### config.mk
export PLATFORM = sky130hd
export DESIGN_NAME = elastic_slot_buffer
export DESIGN_NICKNAME = d
export VERILOG_FILES = /design/src/rtl/elastic_slot_buffer.sv
export SDC_FILE = /design/constraint.sdc
export NUM_CORES = 1
export LEC_CHECK = 0
export CAP_MARGIN = 40
export CELL_PAD_IN_SITES_DETAIL_PLACEMENT = 1
export CELL_PAD_IN_SITES_GLOBAL_PLACEMENT = 2
export CORE_MARGIN = 2
export CORE_UTILIZATION = 25
export DETAILED_ROUTE_END_ITERATION = 7
export GPL_ROUTABILITY_DRIVEN = 1
export PLACE_DENSITY = 0.64
export SLEW_MARGIN = 20
export SYNTH_ARGS = -nofsm -noshare
export SYNTH_HDL_FRONTEND = slang
export SYNTH_SLANG_ARGS = --single-unit
### constraint.sdc
create_clock -name clk -period 2.4 [get_ports clk]
set_input_delay 0.24 -clock clk [delete_from_list [all_inputs] [get_ports clk]]
set_output_delay 0.24 -clock clk [all_outputs]
set_load 0.1 [all_outputs]
### src/rtl/elastic_slot_buffer.sv
// Elastic buffer holding up to NUM_SLOTS tokens in a circular slot array.
// Output is driven from registered state only; ins_ready may look through outs_ready unless READY_BREAK.
module elastic_slot_buffer #(
    parameter int DATA_TYPE   = 32,
    parameter int NUM_SLOTS   = 2,
    parameter int READY_BREAK = 0,
    localparam int CW = ($clog2(NUM_SLOTS + 1) < 1) ? 1 : $clog2(NUM_SLOTS + 1)
) (
    input  logic                 clk,
    input  logic                 rst,
    input  logic [DATA_TYPE-1:0] ins,
    input  logic                 ins_valid,
    output logic                 ins_ready,
    output logic [DATA_TYPE-1:0] outs,
    output logic                 outs_valid,
    input  logic                 outs_ready,
    output logic [CW-1:0]        count
);

    localparam int PW = (NUM_SLOTS > 1) ? $clog2(NUM_SLOTS) : 1;

    logic [DATA_TYPE-1:0] slots [NUM_SLOTS];
    logic [PW-1:0]        head;
    logic [PW-1:0]        tail;
    logic                 full;
    logic                 push;
    logic                 pop;

    function automatic logic [PW-1:0] next_ptr(input logic [PW-1:0] p);
        return (p == PW'(NUM_SLOTS - 1)) ? '0 : p + 1'b1;
    endfunction

    assign full       = (count == CW'(NUM_SLOTS));
    assign outs_valid = (count != '0);
    assign outs       = slots[head];
    assign push       = ins_valid & ins_ready;
    assign pop        = outs_valid & outs_ready;

    // When full and the consumer is taking the head token, the freed slot can be refilled in the same cycle.
    always_comb begin
        ins_ready = !full;
        if (READY_BREAK == 0) begin
            ins_ready = !full | outs_ready;
        end
    end

    always_ff @(posedge clk) begin
        if (rst) begin
            head  <= '0;
            tail  <= '0;
            count <= '0;
            slots <= '{default: '0};
        end else begin
            if (push) begin
                slots[tail] <= ins;
                tail        <= next_ptr(tail);
            end
            if (pop) begin
                head <= next_ptr(head);
            end
            if (push && !pop) begin
                count <= count + 1'b1;
            end else if (pop && !push) begin
                count <= count - 1'b1;
            end
        end
    end

endmodule

==> implementation parameters, run 1 <==
Parameter                              Value

Clock network
  Worst-path clk slew ... 0.05 ns
  Maximum count of clock buffers along a single path ... 2
  Number of buffers added by the clock tree synthesis step ... 9
  CTS H-tree lvls ... 3
  Cts repair resizes ... 0
  Clock sink count ... 68
  Post-CTS setup repair buffer count ... 0
  CTS tree ... yes
  Buffer type at the clock tree root ... clkbuf_16
  Clock latency on the worst-skew pair ... 0.32 ns
  Total of hold buffers inserted after clock tree synthesis ... 0

STA
  RSZ-0062 raised after global routing ... no
  Headroom to the max-slew limit ... 68.1%
  Final worst slack ... 0.459 ns
  Final worst hold slack ... 0.437 ns
  Layout Skew ... 0.00329 ns
  Part of the cycle the worst path needs ... 80.9%
  Post-route minimum period ... 1.94 ns
  Count of final setup violators ... 0
  Number of failing hold endpoints at the final stage ... 0
  Slew @ Worst Pin ... 0.478 ns
  Setup Total Neg Slack ... 0 ns
  Number of pins with negative max-slew slack in the final report ... 0
  Max Clk Rate ... 515 MHz

Floorplan
  Die H ... 118 um
  Initial standard-cell utilization of the core ... around a quarter
  Width of the chip ... 118 um
  Die Area ... ~0.014 sq mm
  Number of core rows ... 41
  Number of top-level pins ... 72
  Core outline area ... 0.0127 sq mm

Routing
  Number of DRC violations after detailed routing ... 0
  Total Routed Length ... 8800 um
  Per-cell routed wire length ... approximately 15 um
  Via count ... 2,581
  Detailed-router iteration count before antenna repair ... 4
  Antenna violation net count after detailed routing ... 0
  Detailed Route Iter0 Violations ... 87
  Post-detailed-route via-to-cell ratio ... 4.47

Global routing
  Number of antenna violations at the first check in global routing ... 0
  First-pass GRT wire length ... 14,600 um
  Overall routing resource usage ... roughly an eighth
  Maximum number of pins on one net before global-route repair ... 101
  Sum of overflow across all layers after global routing ... 0
  Vias in the first global route ... 2,784

Synth
  Biggest area contributors in the synthesized netlist ... dfxtp_1 42%, nand2b_1 13%, mux2_2 11%
  Share of the synthesized area in compound gates (AO/OA/AOI/OAI) ... 10.6%
  Post-synthesis cell count ... 340
  Area fraction in and, or, nand and nor cells after synthesis ... around a fifth
  Syn_area_per_cell ... approximately 9.5 sq um
  Number of distinct library cell variants in the gate-level netlist after synthesis ... 24
  Synthesized area ... 0.00325 sq mm
  Combinational family with the most area after synthesis ... multiplexers
  Post-Synth XOR/XNOR Area ... 0.810%
  Dominant synthesized flop cell ... dfxtp_1
  Most frequent cell after synthesis ... dfxtp_1
  Post-synth top area cell ... dfxtp_1
  Number of synthesis warnings ... 0
  Top cells by count, synth ... 68 x dfxtp_1, 65 x nand2b_1, 65 x o21ai_0
  Async SR Flop Fraction ... 0%
  Post-synth net total ... 377
  Portion of the post-synthesis area used by sequential elements ... 41.9%
  Fraction of synthesized area in multiplexers ... approximately a fifth
  Adder-Cell Fraction of Synth Area ... 0.386%
  Post-synthesis register bit count ... 68
  Number of enable flip-flop cells after synthesis ... 0
  Synth top area share ... between 40% and 50%

Layout
  Share of final-layout standard cells stronger than drive strength 1 ... 23.6%
  Sequential Area ... 0.00136 sq mm
  Final core occ ... between 30% and 40%
  Fill cell total of the finished layout ... 1,433
  Post-route cell area ... 0.00471 sq mm
  Total area of multi-input combinational cells ... roughly 0.0017 sq mm
  Final #Nets ... 439
  Area added between synthesis and finish ... 45.0%
  Diodes inserted ... 0

Critical path
  Biggest cell delay along the critical path ... 0.55 ns
  Class of the most critical setup path ... reg2out
  CP top delay family ... flip-flops
  Highest net fanout along the worst path ... 22
  Cell repeated most along the worst path ... buf_12
  Critical Path Sink Type ... primary output
  Library cell contributing the largest single delay on the critical path ... dfxtp_2
  Worst endpoint required time ... between 2 and 2.5 ns
  Total buffers and inverters traversed by the critical path ... 2
  Arrival time worst endpoint ... 1.70 ns
  Startpoint type of the worst setup path ... flop
  Chain of cells forming the critical path ... buf_12, mux2_2, buf_12

Placed design
  RD Place Congestion ... 0.669
  Placed inst area ... 0.00444 sq mm
  Count of buffers inserted at the top-level ports ... 71
  Detailed placer's ending HPWL ... 5490 um
  Post-Place Setup Slack ... 0.486 ns

Pwr
  Max VDD drop ... 0.338 mV
  Pleak ... 0.00179 uW
  Cell Pwr Density ... 956 mW/mm^2

Flow run
  Number of max-cap violations ... 0

Min path
  Min-delay worst type ... in2reg

Status
  Outcome ... complete, no violations
## final timing paths
check | slack, ns | start | end | depth (start not counted)
worst max-delay path | 0.46 | head | outs[18] | 3
worst min-delay path | 0.44 | rst | count[0] | 3
worst max register to register | 0.78 | count[0] | count[1] | 5
worst min register to register | 0.47 | slots[19] | slots[19] | 2
## through the flow
stage	total power, uW	instances
floorplan	2650	340
global placement	3330	563
detailed placement	3340	563
CTS	4580	578
global route	4690	578
finish	4500	578
## kinds of logic after synthesis
| logic type | after synthesis |
|---|---|
| flip-flops | 68 |
| XOR/XNOR | 3 |
| AND/OR/NAND/NOR | 106 |
| AO/OA/AOI/OAI | 69 |
| multiplexers | 64 |
| buffers and inverters | 29 |
| adder cells (fa/ha/maj) | 1 |
## metal layers
layer | vias to the layer above | GRT usage [%] | routed length (um)
li1 | 1264 | - | -
met1 | 1259 | 15.8 | 3920
met2 | 48 | 23.1 | 4470
met3 | 10 | 3.10 | 293
met4 | 0 | 4.67 | 118
met5 | - | 0 | 0
## worst reg2reg max path: stages (launching register included)
cell	delay, ns
dfxtp_1	0.38
nor3b_4	0.27
nor2_1	0.07
ha_1	0.33
or3_1	0.35
a21oi_1	0.14
## cells in the final DEF (no fill, tap or decap)
cell	n
clkbuf_16	9
buf_12	35
or2_2	1
nor3b_4	1
dfxtp_1	66
nor2b_1	32
o21ai_1	2
nand3_2	1
buf_2	1
and3_4	1
clkbuf_1	2
a21oi_1	2
inv_1	1
dfxtp_2	2
clkdlybuf4s50_1	34
ha_1	1
clkinv_2	2
or3_1	1
mux2i_1	32
clkbuf_8	2
o21ai_0	65
xor2_1	3
or2b_1	1
nor2_1	3
nand2b_1	65
inv_2	1
mux2_2	32
buf_4	8
## layout make-up
type                    instances  area share (%)
repair buffers                 78            23.5
well taps                     172            4.57
clock buffers                  13            5.53
inverters                       2           0.160
multi-input cells             243            37.0
clock inverters                 2           0.213
flip-flops and latches         68            29.0
## state kept, by name, summed over array words and instances (netlist names)
| name | flops |
|---|---|
| tail | 1 |
| head | 1 |
| slots | 64 |
| count | 2 |
## where the power goes
part,internal (uW),switching [uW],leakage [uW]
clock network,746,458,0.000135
registers,1250,100,0.000557
logic,707,1240,0.00109
total,2700,1800,0.00179
Power figures use the tool's default switching activity.
==> run 2: changes to the inputs <==
Clock period 2.4 ns to 1.81 ns, I/O delays scaled along.
==> run 2 against run 1 <==
Effect of this change: wire length is 1.7% lower; flip-flop and latch count unchanged; register-to-register slack worse by 0.51 ns; combinational power is 40% higher; sequential share of layout area down 0.72 points; via count fell by 1.2%; setup slack worse by 0.40 ns; non-clock buffer count is 6 higher; cell area grew 3.0%; largest power group unchanged.
==> implementation parameters, run 2 (synthesis results as in run 1) <==
Parameter                              Value

Status
  Outcome ... complete, no violations

Clock network
  Total of hold buffers inserted after clock tree synthesis ... 0 (unchanged)
  Maximum count of clock buffers along a single path ... 2 (unchanged)
  Worst-path clk slew ... 0.06 ns (about the same)
  CTS H-tree lvls ... 3 (unchanged)
  Buffer type at the clock tree root ... clkbuf_16
  Clock latency on the worst-skew pair ... 0.33 ns (about the same)
  Number of buffers added by the clock tree synthesis step ... 9 (unchanged)
  Cts repair resizes ... 0 (unchanged)
  Post-CTS setup repair buffer count ... 0 (unchanged)
  CTS tree ... yes
  Clock sink count ... 68 (unchanged)

Global routing
  Vias in the first global route ... 2,875 (+3.3%)
  Number of antenna violations at the first check in global routing ... 0 (unchanged)
  First-pass GRT wire length ... 14,600 um (unchanged)
  Overall routing resource usage ... 13.0% (-0.22 points)
  Maximum number of pins on one net before global-route repair ... 101 (unchanged)
  Sum of overflow across all layers after global routing ... 0 (unchanged)

Placed design
  Count of buffers inserted at the top-level ports ... 71 (unchanged)
  Detailed placer's ending HPWL ... 5550 um (+1.0%)
  Placed inst area ... 0.00455 sq mm (+2.6%)
  Post-Place Setup Slack ... -0.0306 ns (-0.517 ns)
  RD Place Congestion ... 0.669 (about the same)

Critical path
  Worst endpoint required time ... 1.63 ns (-0.53 ns)
  Arrival time worst endpoint ... 1.57 ns (-0.13 ns)
  Critical Path Sink Type ... primary output
  Biggest cell delay along the critical path ... 0.42 ns (-0.13 ns)
  Startpoint type of the worst setup path ... flop
  Chain of cells forming the critical path ... buf_4, mux2_2, buf_12
  Class of the most critical setup path ... reg2out
  Library cell contributing the largest single delay on the critical path ... mux2_2
  Crit path from ... head
  Beginning of the worst register-to-register path ... count[0]
  Highest net fanout along the worst path ... 19 (-14%)

Routing
  Number of DRC violations after detailed routing ... 0 (unchanged)
  Post-detailed-route via-to-cell ratio ... 4.36 (-2.3%)
  Via count ... 2,551 (-1.2%)
  Per-cell routed wire length ... 14.8 um (-2.9%)
  Antenna violation net count after detailed routing ... 0 (unchanged)
  Total Routed Length ... 8650 um (-1.7%)
  Detailed-router iteration count before antenna repair ... 4 (unchanged)
  Detailed Route Iter0 Violations ... 107 (+23%)

Layout
  Biggest registers after layout ... slots (64), count (2)
  Commonest cells after routing, fill and taps aside ... 65 x o21ai_0, 65 x nand2b_1, 65 x dfxtp_1
  Largest register FFs ... 64 (unchanged)
  Fill cell total of the finished layout ... 1,411 (-1.5%)
  Total area of multi-input combinational cells ... 0.00174 sq mm (unchanged)
  Post-route cell area ... 0.00485 sq mm (+3.0%)
  Final #Nets ... 445 (+1.4%)
  Diodes inserted ... 0 (unchanged)
  Largest reg by FF count ... slots
  Area added between synthesis and finish ... 49.4%
  Sequential Area ... 0.00137 sq mm (+0.46%)
  Share of final-layout standard cells stronger than drive strength 1 ... 25.7% (+2.0 points)

STA
  RSZ-0062 raised after global routing ... no
  Layout Skew ... 0.00770 ns (+0.00441 ns)
  Setup Total Neg Slack ... 0 ns (unchanged)
  Post-route minimum period ... 1.75 ns
  Number of failing hold endpoints at the final stage ... 0 (unchanged)
  Part of the cycle the worst path needs ... 96.6%
  Headroom to the max-slew limit ... 74.3% (+6.2 points)
  Max Clk Rate ... ~570 MHz
  Count of final setup violators ... 0 (unchanged)
  Final worst slack ... 0.0613 ns (-0.397 ns)
  Number of pins with negative max-slew slack in the final report ... 0 (unchanged)
  Final worst hold slack ... 0.408 ns (-0.0287 ns)
  Slew @ Worst Pin ... 0.386 ns (-0.0925 ns)

Floorplan
  Core outline area ... 0.0127 sq mm (unchanged)
  Die H ... 118 um (unchanged)
  Number of top-level pins ... 72 (unchanged)
  Initial standard-cell utilization of the core ... 25.6% (unchanged)
  Die Area ... 0.0139 sq mm (unchanged)
  Number of core rows ... 41 (unchanged)
  Width of the chip ... 118 um (unchanged)

Flow run
  Number of max-cap violations ... 0 (unchanged)

Pwr
  Max VDD drop ... 0.443 mV (+31%)
  Total power ... 6190 uW (+38%)
  Cell Pwr Density ... 1280 mW/mm^2 (+34%)
  Pleak ... 0.00185 uW (+3.5%)

Min path
  Min-delay worst type ... in2reg
  Hold path start ... rst
## run 2: final cells by class
cell class / count / share of cell area [%]
Timing Repair Buffer: 84 / 24.8
Clock buffer: 11 / 5.45
Inverter: 2 / 0.439
Tap cell: 172 / 4.44
Sequential cell: 68 / 28.3
Multi-Input combinational cell: 243 / 35.9
Clock inverter: 5 / 0.697
## run 2: through the flow
stage,instances,utilization [%]
floorplan,340,-
detailed placement,569,35.9
CTS,585,38.3
finish,585,38.3
global route,585,38.3
global placement,569,35.9
## run 2: path summary, 6_finish.rpt
kind,endpoint,slack (ns),depth (start not counted)
max,outs[25],0.06,3
min,count[0],0.41,3
min reg2reg,slots[12],0.47,2
max reg2reg,count[1],0.27,5
## run 2: worst max-delay path, delay by kind of cell (launching register included)
| kind | cells | cell delay, ns |
|---|---|---|
| flops | 1 | 0.32 |
| mux | 1 | 0.42 |
| buf+inv | 2 | 0.49 |
## run 2: routing by layer
layer | track usage [%] | vias to the layer above | share of wire [%]
met5 | 0 | - | 0
met4 | 4.07 | 0 | 1.2
li1 | - | 1276 | -
met3 | 3.29 | 5 | 3.3
met1 | 14.6 | 1225 | 42
met2 | 23.9 | 45 | 53
## run 2: power breakdown
group	internal [uW]	leakage, uW	switching, uW
Sequential	1660	0.000558	92.1
Combinational	1030	0.00115	1690
Clock	1050	0.000143	669
Total	3740	0.00185	2450
==> run 3: changes to the inputs <==
Settings changed: ABC_CLOCK_PERIOD_IN_PS set to 1810.
==> results of run 3 <==
The final DEF is identical to that of run 2; final timing and power are the same.
